### config.mk
export PLATFORM = sky130hd
export DESIGN_NAME = regfile_sb
export DESIGN_NICKNAME = d
export VERILOG_FILES = /design/src/rtl/regfile_sb.sv
export SDC_FILE = /design/constraint.sdc
export NUM_CORES = 2
export LEC_CHECK = 0
export BUFFER_PORTS_ARGS = -buffer_cell sky130_fd_sc_hd__buf_2
export CORE_UTILIZATION = 40
export CTS_CLUSTER_DIAMETER = 120
export CTS_CLUSTER_SIZE = 8
export DETAILED_ROUTE_END_ITERATION = 12
export HOLD_SLACK_MARGIN = 0.15
export PLACE_DENSITY_LB_ADDON = 0.1
export SETUP_SLACK_MARGIN = 0.5
export SYNTH_ARGS = -nofsm -noshare
export SYNTH_HDL_FRONTEND = slang
export SYNTH_SLANG_ARGS = --single-unit
### constraint.sdc
create_clock -name clk -period 48.3 [get_ports clk]
set_clock_uncertainty 0.1 [all_clocks]
set_input_delay 7.245 -clock clk [delete_from_list [all_inputs] [get_ports clk]]
set_output_delay 7.245 -clock clk [all_outputs]
set_load 0.1 [all_outputs]
### src/rtl/regfile_sb.sv
// Multi-port integer register file with same-cycle write bypass, hardwired x0,
// and a per-register saturating pending-write scoreboard for RAW hazard detection.
module regfile_sb #(
  parameter int DATA_WIDTH = 32,
  parameter int ADDR_WIDTH = 5,
  parameter int NREAD      = 2,
  parameter int NWRITE     = 2,
  parameter int CNT_WIDTH  = 2
) (
  input  logic                         clk,
  input  logic                         rst,
  input  logic [NREAD*ADDR_WIDTH-1:0]  raddr,
  output logic [NREAD*DATA_WIDTH-1:0]  rdata,
  output logic [NREAD-1:0]             rbusy,
  input  logic [NWRITE-1:0]            wen,
  input  logic [NWRITE*ADDR_WIDTH-1:0] waddr,
  input  logic [NWRITE*DATA_WIDTH-1:0] wdata,
  input  logic [NWRITE-1:0]            wretire,
  input  logic                         claim_valid,
  input  logic [ADDR_WIDTH-1:0]        claim_addr,
  output logic                         claim_ready,
  output logic                         sb_err
);

  localparam int NREG = 2 ** ADDR_WIDTH;
  localparam int EW   = CNT_WIDTH + 2;
  localparam logic [CNT_WIDTH-1:0] CNT_MAX = '1;

  logic [DATA_WIDTH-1:0] r_rf  [NREG];
  logic [CNT_WIDTH-1:0]  r_cnt [NREG];
  logic                  r_sbErr;

  logic [ADDR_WIDTH-1:0] w_raddr   [NREAD];
  logic [ADDR_WIDTH-1:0] w_waddr   [NWRITE];
  logic [DATA_WIDTH-1:0] w_wdata   [NWRITE];
  logic [EW-1:0]         w_dec     [NREG];
  logic [EW-1:0]         w_sum     [NREG];
  logic [CNT_WIDTH-1:0]  w_cntNext [NREG];
  logic                  w_errSet;
  logic                  w_claimAcc;

  always_comb begin
    for (int i = 0; i < NREAD; i++) w_raddr[i] = raddr[i*ADDR_WIDTH +: ADDR_WIDTH];
    for (int j = 0; j < NWRITE; j++) begin
      w_waddr[j] = waddr[j*ADDR_WIDTH +: ADDR_WIDTH];
      w_wdata[j] = wdata[j*DATA_WIDTH +: DATA_WIDTH];
    end
  end

  // Ready looks only at the registered count so decode never sees a retire-dependent path.
  assign claim_ready = rst || (claim_addr == '0) || (r_cnt[claim_addr] != CNT_MAX);
  assign w_claimAcc  = claim_valid && claim_ready && !rst;
  assign sb_err      = r_sbErr;

  always_comb begin
    for (int r = 0; r < NREG; r++) w_dec[r] = '0;
    for (int r = 1; r < NREG; r++)
      for (int j = 0; j < NWRITE; j++)
        if (wen[j] && wretire[j] && (w_waddr[j] == ADDR_WIDTH'(r)))
          w_dec[r] = w_dec[r] + EW'(1);
  end

  always_comb begin
    w_errSet = 1'b0;
    for (int r = 0; r < NREG; r++) begin
      w_sum[r]     = '0;
      w_cntNext[r] = '0;
    end
    for (int r = 1; r < NREG; r++) begin
      w_sum[r] = EW'(r_cnt[r]) +
                 ((w_claimAcc && (claim_addr == ADDR_WIDTH'(r))) ? EW'(1) : EW'(0));
      if (w_dec[r] > w_sum[r]) begin
        w_cntNext[r] = '0;
        w_errSet     = 1'b1;
      end else begin
        w_cntNext[r] = CNT_WIDTH'(w_sum[r] - w_dec[r]);
      end
    end
  end

  // Later write ports override earlier ones for both bypass and storage.
  always_comb begin
    rdata = '0;
    rbusy = '0;
    for (int i = 0; i < NREAD; i++) begin
      rdata[i*DATA_WIDTH +: DATA_WIDTH] = r_rf[w_raddr[i]];
      for (int j = 0; j < NWRITE; j++)
        if (wen[j] && (w_waddr[j] == w_raddr[i]))
          rdata[i*DATA_WIDTH +: DATA_WIDTH] = w_wdata[j];
      if (rst || (w_raddr[i] == '0))
        rdata[i*DATA_WIDTH +: DATA_WIDTH] = '0;
      rbusy[i] = !rst && (EW'(r_cnt[w_raddr[i]]) > w_dec[w_raddr[i]]);
    end
  end

  always_ff @(posedge clk or posedge rst) begin
    if (rst) begin
      for (int r = 0; r < NREG; r++) begin
        r_rf[r]  <= '0;
        r_cnt[r] <= '0;
      end
      r_sbErr <= 1'b0;
    end else begin
      for (int j = 0; j < NWRITE; j++)
        if (wen[j] && (w_waddr[j] != '0))
          r_rf[w_waddr[j]] <= w_wdata[j];
      for (int r = 0; r < NREG; r++) r_cnt[r] <= w_cntNext[r];
      if (w_errSet) r_sbErr <= 1'b1;
    end
  end

endmodule

==> reports/metrics.cfg <==
[placed_design]
dpl.hpwl_mm=167
placement.cell_area_um2=75200
numPortBuffers=163
place.gp.congestion=0.878

[timing]
layout_min_cycle_time_ns=19.96
setup_violations=0
setup_tns_ns=0
period_share=0.413
drv_slew=0
worst_pin_slew_ns=1.29
finalHoldViolations=0
fmax_ghz=0.0501
relSlewSlack=0.143
rsz0062_at_grt=false

[worst_setup_path]
crit_arrival_ns=12.62
reg2reg_from=r_cnt[56]
reg2regPathDepth=14
cp.required_ns=40.96
critPathMaxFanout=79
crit_type=input port to output pin
reg2reg_slack_ns=43.01
end_kind=output pin
r2r-end=sb_err
start_kind=input port

[clock_network]
post_cts.repair.setup_buffers=0
clkSlewWorstSetupHoldPaths_ns=0.05
holdBufCountCts=0
post_cts_resize_count=0
cts.path.max_buffers=3
h-tree-depth=4
clock_sinks=1087
cts_root_buf=clkbuf_16
clk_latency_ns=0.83
numCtsBuffers=154
cts_tree=yes

[power_and_ir_drop]
p_int_mw=2.18
pwr-share-comb=0.275
peakVddDrop_v=0.0000300
clkPwrFrac=0.312
p_per_area_nw_per_um2=41.1
seq_power_share=0.413
power.switching_mw=1.08
p_sw_frac=0.331
leakagePower_nw=35.0

[die]
die_x_um=430
core_area_um2=182000
die-area_um2=185000
placementRows=156
start_util=0.404
die_y_um=430
io_pins=164

[logic_synthesis]
synth_flop_cell=dfrtp_1
synth_cell_type_count=66
synthMuxAreaShare=0.327
yosys.area_share.simple=0.0911
synth.top_cells.by_area=dfrtp_1 37%, mux4_2 18%, mux2i_1 14%
ys_warn_count=0
synth_adder_area_share=0.0324
synth_top_family_by_area=multiplexers
synth_nets=7376
synth_top_area_share=0.371
synth_area_um2=73400
syn_avg_cell_area_um2=10.3
netlist_top_cells_count=1087 x dfrtp_1, 1022 x mux2i_1, 896 x nor2_1, 698 x a21oi_1, 588 x mux4_2
syn_inst=7090
synth_xor_xnor_area_share=0.00561
synth_compound_area_frac=0.116
yosysTopAreaCell=dfrtp_1
synth_edf_count=0
ys_ff_latch=1087
ys_seq_area_frac=0.371
synthArstFlopShare=1.00
synth_most_common_cell=dfrtp_1

[grt]
grt_use_met3=0.0635
grt-ovfl-total=0
grt_start_max_net_pins=166
antenna_found_initial=14
grt_usage=0.320
grt_pass1_wl_mm=429
met2_usage=0.487
grt_pass1_vias=56200
busiest_layer=met2
met1_usage=0.456

[min_path]
hp-start=r_rf[1012]
hold_path_depth=0
hold_class=register to register
hold_end=r_rf[1012]

[drt]
first_pass_iters=8
via_per_inst=6.43
first_iter_violations=7073
vias=58300
ant_nets=0
routed_wl_mm=299
drc=0
routedWlPerCell_um=32.9

[run_status]
outcome=complete, no violations

[job]
drv_cap=0

[finish]
final_core_util=0.437
fin_area_um2=79300
drive_gt1_frac=0.175
fillers=17000
final_nets=6969
area_growth_pct=8.15

-- cell families (layout without fill, tap and decap cells) --
| family | Yosys count | count (layout) |
|---|---|---|
| xor gates and xnor gates | 47 | 47 |
| and+or+nand+nor | 1622 | 1622 |
| adders and majority gates | 190 | 190 |
| muxes | 1655 | 1655 |
| DFF | 1087 | 1087 |
| AOI/OAI and AO/OA | 1468 | 1468 |
| other | 0 | 1 |
| buffers and inverters | 1021 | 628 |
-- layout make-up --
class | count | area (um^2) | area share
antenna | 1 | 2.50 | 0.0000315
timing repair buffer | 281 | 1840 | 0.0232
multi-input combinational | 4982 | 42500 | 0.536
tap | 2370 | 2970 | 0.0374
clock inverter | 10 | 120 | 0.00151
inverter | 177 | 672 | 0.00847
clock buffer | 160 | 3990 | 0.0503
sequential | 1087 | 27200 | 0.343
-- sequential cells by signal, indices dropped and copies added, names as in the netlist --
signal	flops
r_cnt	62
r_rf	1024
sb_err	1
-- critical path: stages --
cell	delay [ns]
buf_8	0.51
buf_4	0.90
buf_4	0.73
buf_4	0.92
mux4_2	0.39
o22ai_1	0.10
nor4_1	0.88
a221o_1	0.32
buf_2	0.44
-- layout by cell type (no fill, tap or decap), drive strengths merged, types with 5 or more instances in the layout --
master	count
a21o	5
nor3b	12
a21oi	699
mux4	588
nor4	36
o221ai	31
nor2b	51
and3	11
o21ai	361
nor2	896
dfrtp	1087
nand4	13
a211oi	53
or2	6
nand3b	8
a221o	39
mux2	45
nor3	30
mux2i	1022
a2111oi	6
ha	190
a221oi	64
or3b	6
o22ai	61
nand2	483
a31oi	62
buf	279
xor2	34
o211ai	16
xnor2	13
nand3	32
clkbuf	162
a22o	36
nand2b	18
o31ai	5
inv	182
and2	13
a32oi	11
-- worst max path at each step --
stage	from	to	slack, ns	cells after the start
2_1_floorplan	rst	rdata[20]	7.85	6
3_3_place_gp	raddr[2]	rdata[3]	28.47	9
3_5_place_dp	raddr[2]	rdata[3]	28.40	9
4_1_cts	raddr[2]	rdata[3]	28.41	9
5_1_grt	raddr[2]	rdata[3]	28.39	9
6_report	raddr[2]	rdata[3]	28.34	9
-- power groups by stage --
| stage | clock network [mW] | registers, mW | logic (mW) |
|---|---|---|---|
| global placement | 0 | 1.34 | 0.872 |
| detailed placement | 0 | 1.35 | 0.892 |
| global route | 1.06 | 1.37 | 0.971 |
| CTS | 1.03 | 1.34 | 0.893 |
| floorplan | 0 | 1.28 | 0.723 |
| finish | 1.01 | 1.35 | 0.896 |
-- stage by stage --
step | hold WS, ns | total power, mW | setup WS, ns | instances
3_3_place_gp | 0.278 | 2.21 | 28.47 | 8897
5_1_grt | 0.304 | 3.40 | 28.39 | 9068
3_5_place_dp | 0.284 | 2.24 | 28.40 | 8897
4_1_cts | 0.296 | 3.26 | 28.41 | 9067
2_1_floorplan | 0.341 | 2.01 | 7.85 | 7090
6_report | 0.298 | 3.26 | 28.34 | 9068
-- metal layers --
metal / wire [um] / up-vias
met1: 127000 / 29800
met2: 134000 / 3048
met5: 40 / -
met3: 26900 / 539
li1: - / 25000
met4: 10300 / 6
Note: power is estimated with default switching activity, not from simulation.
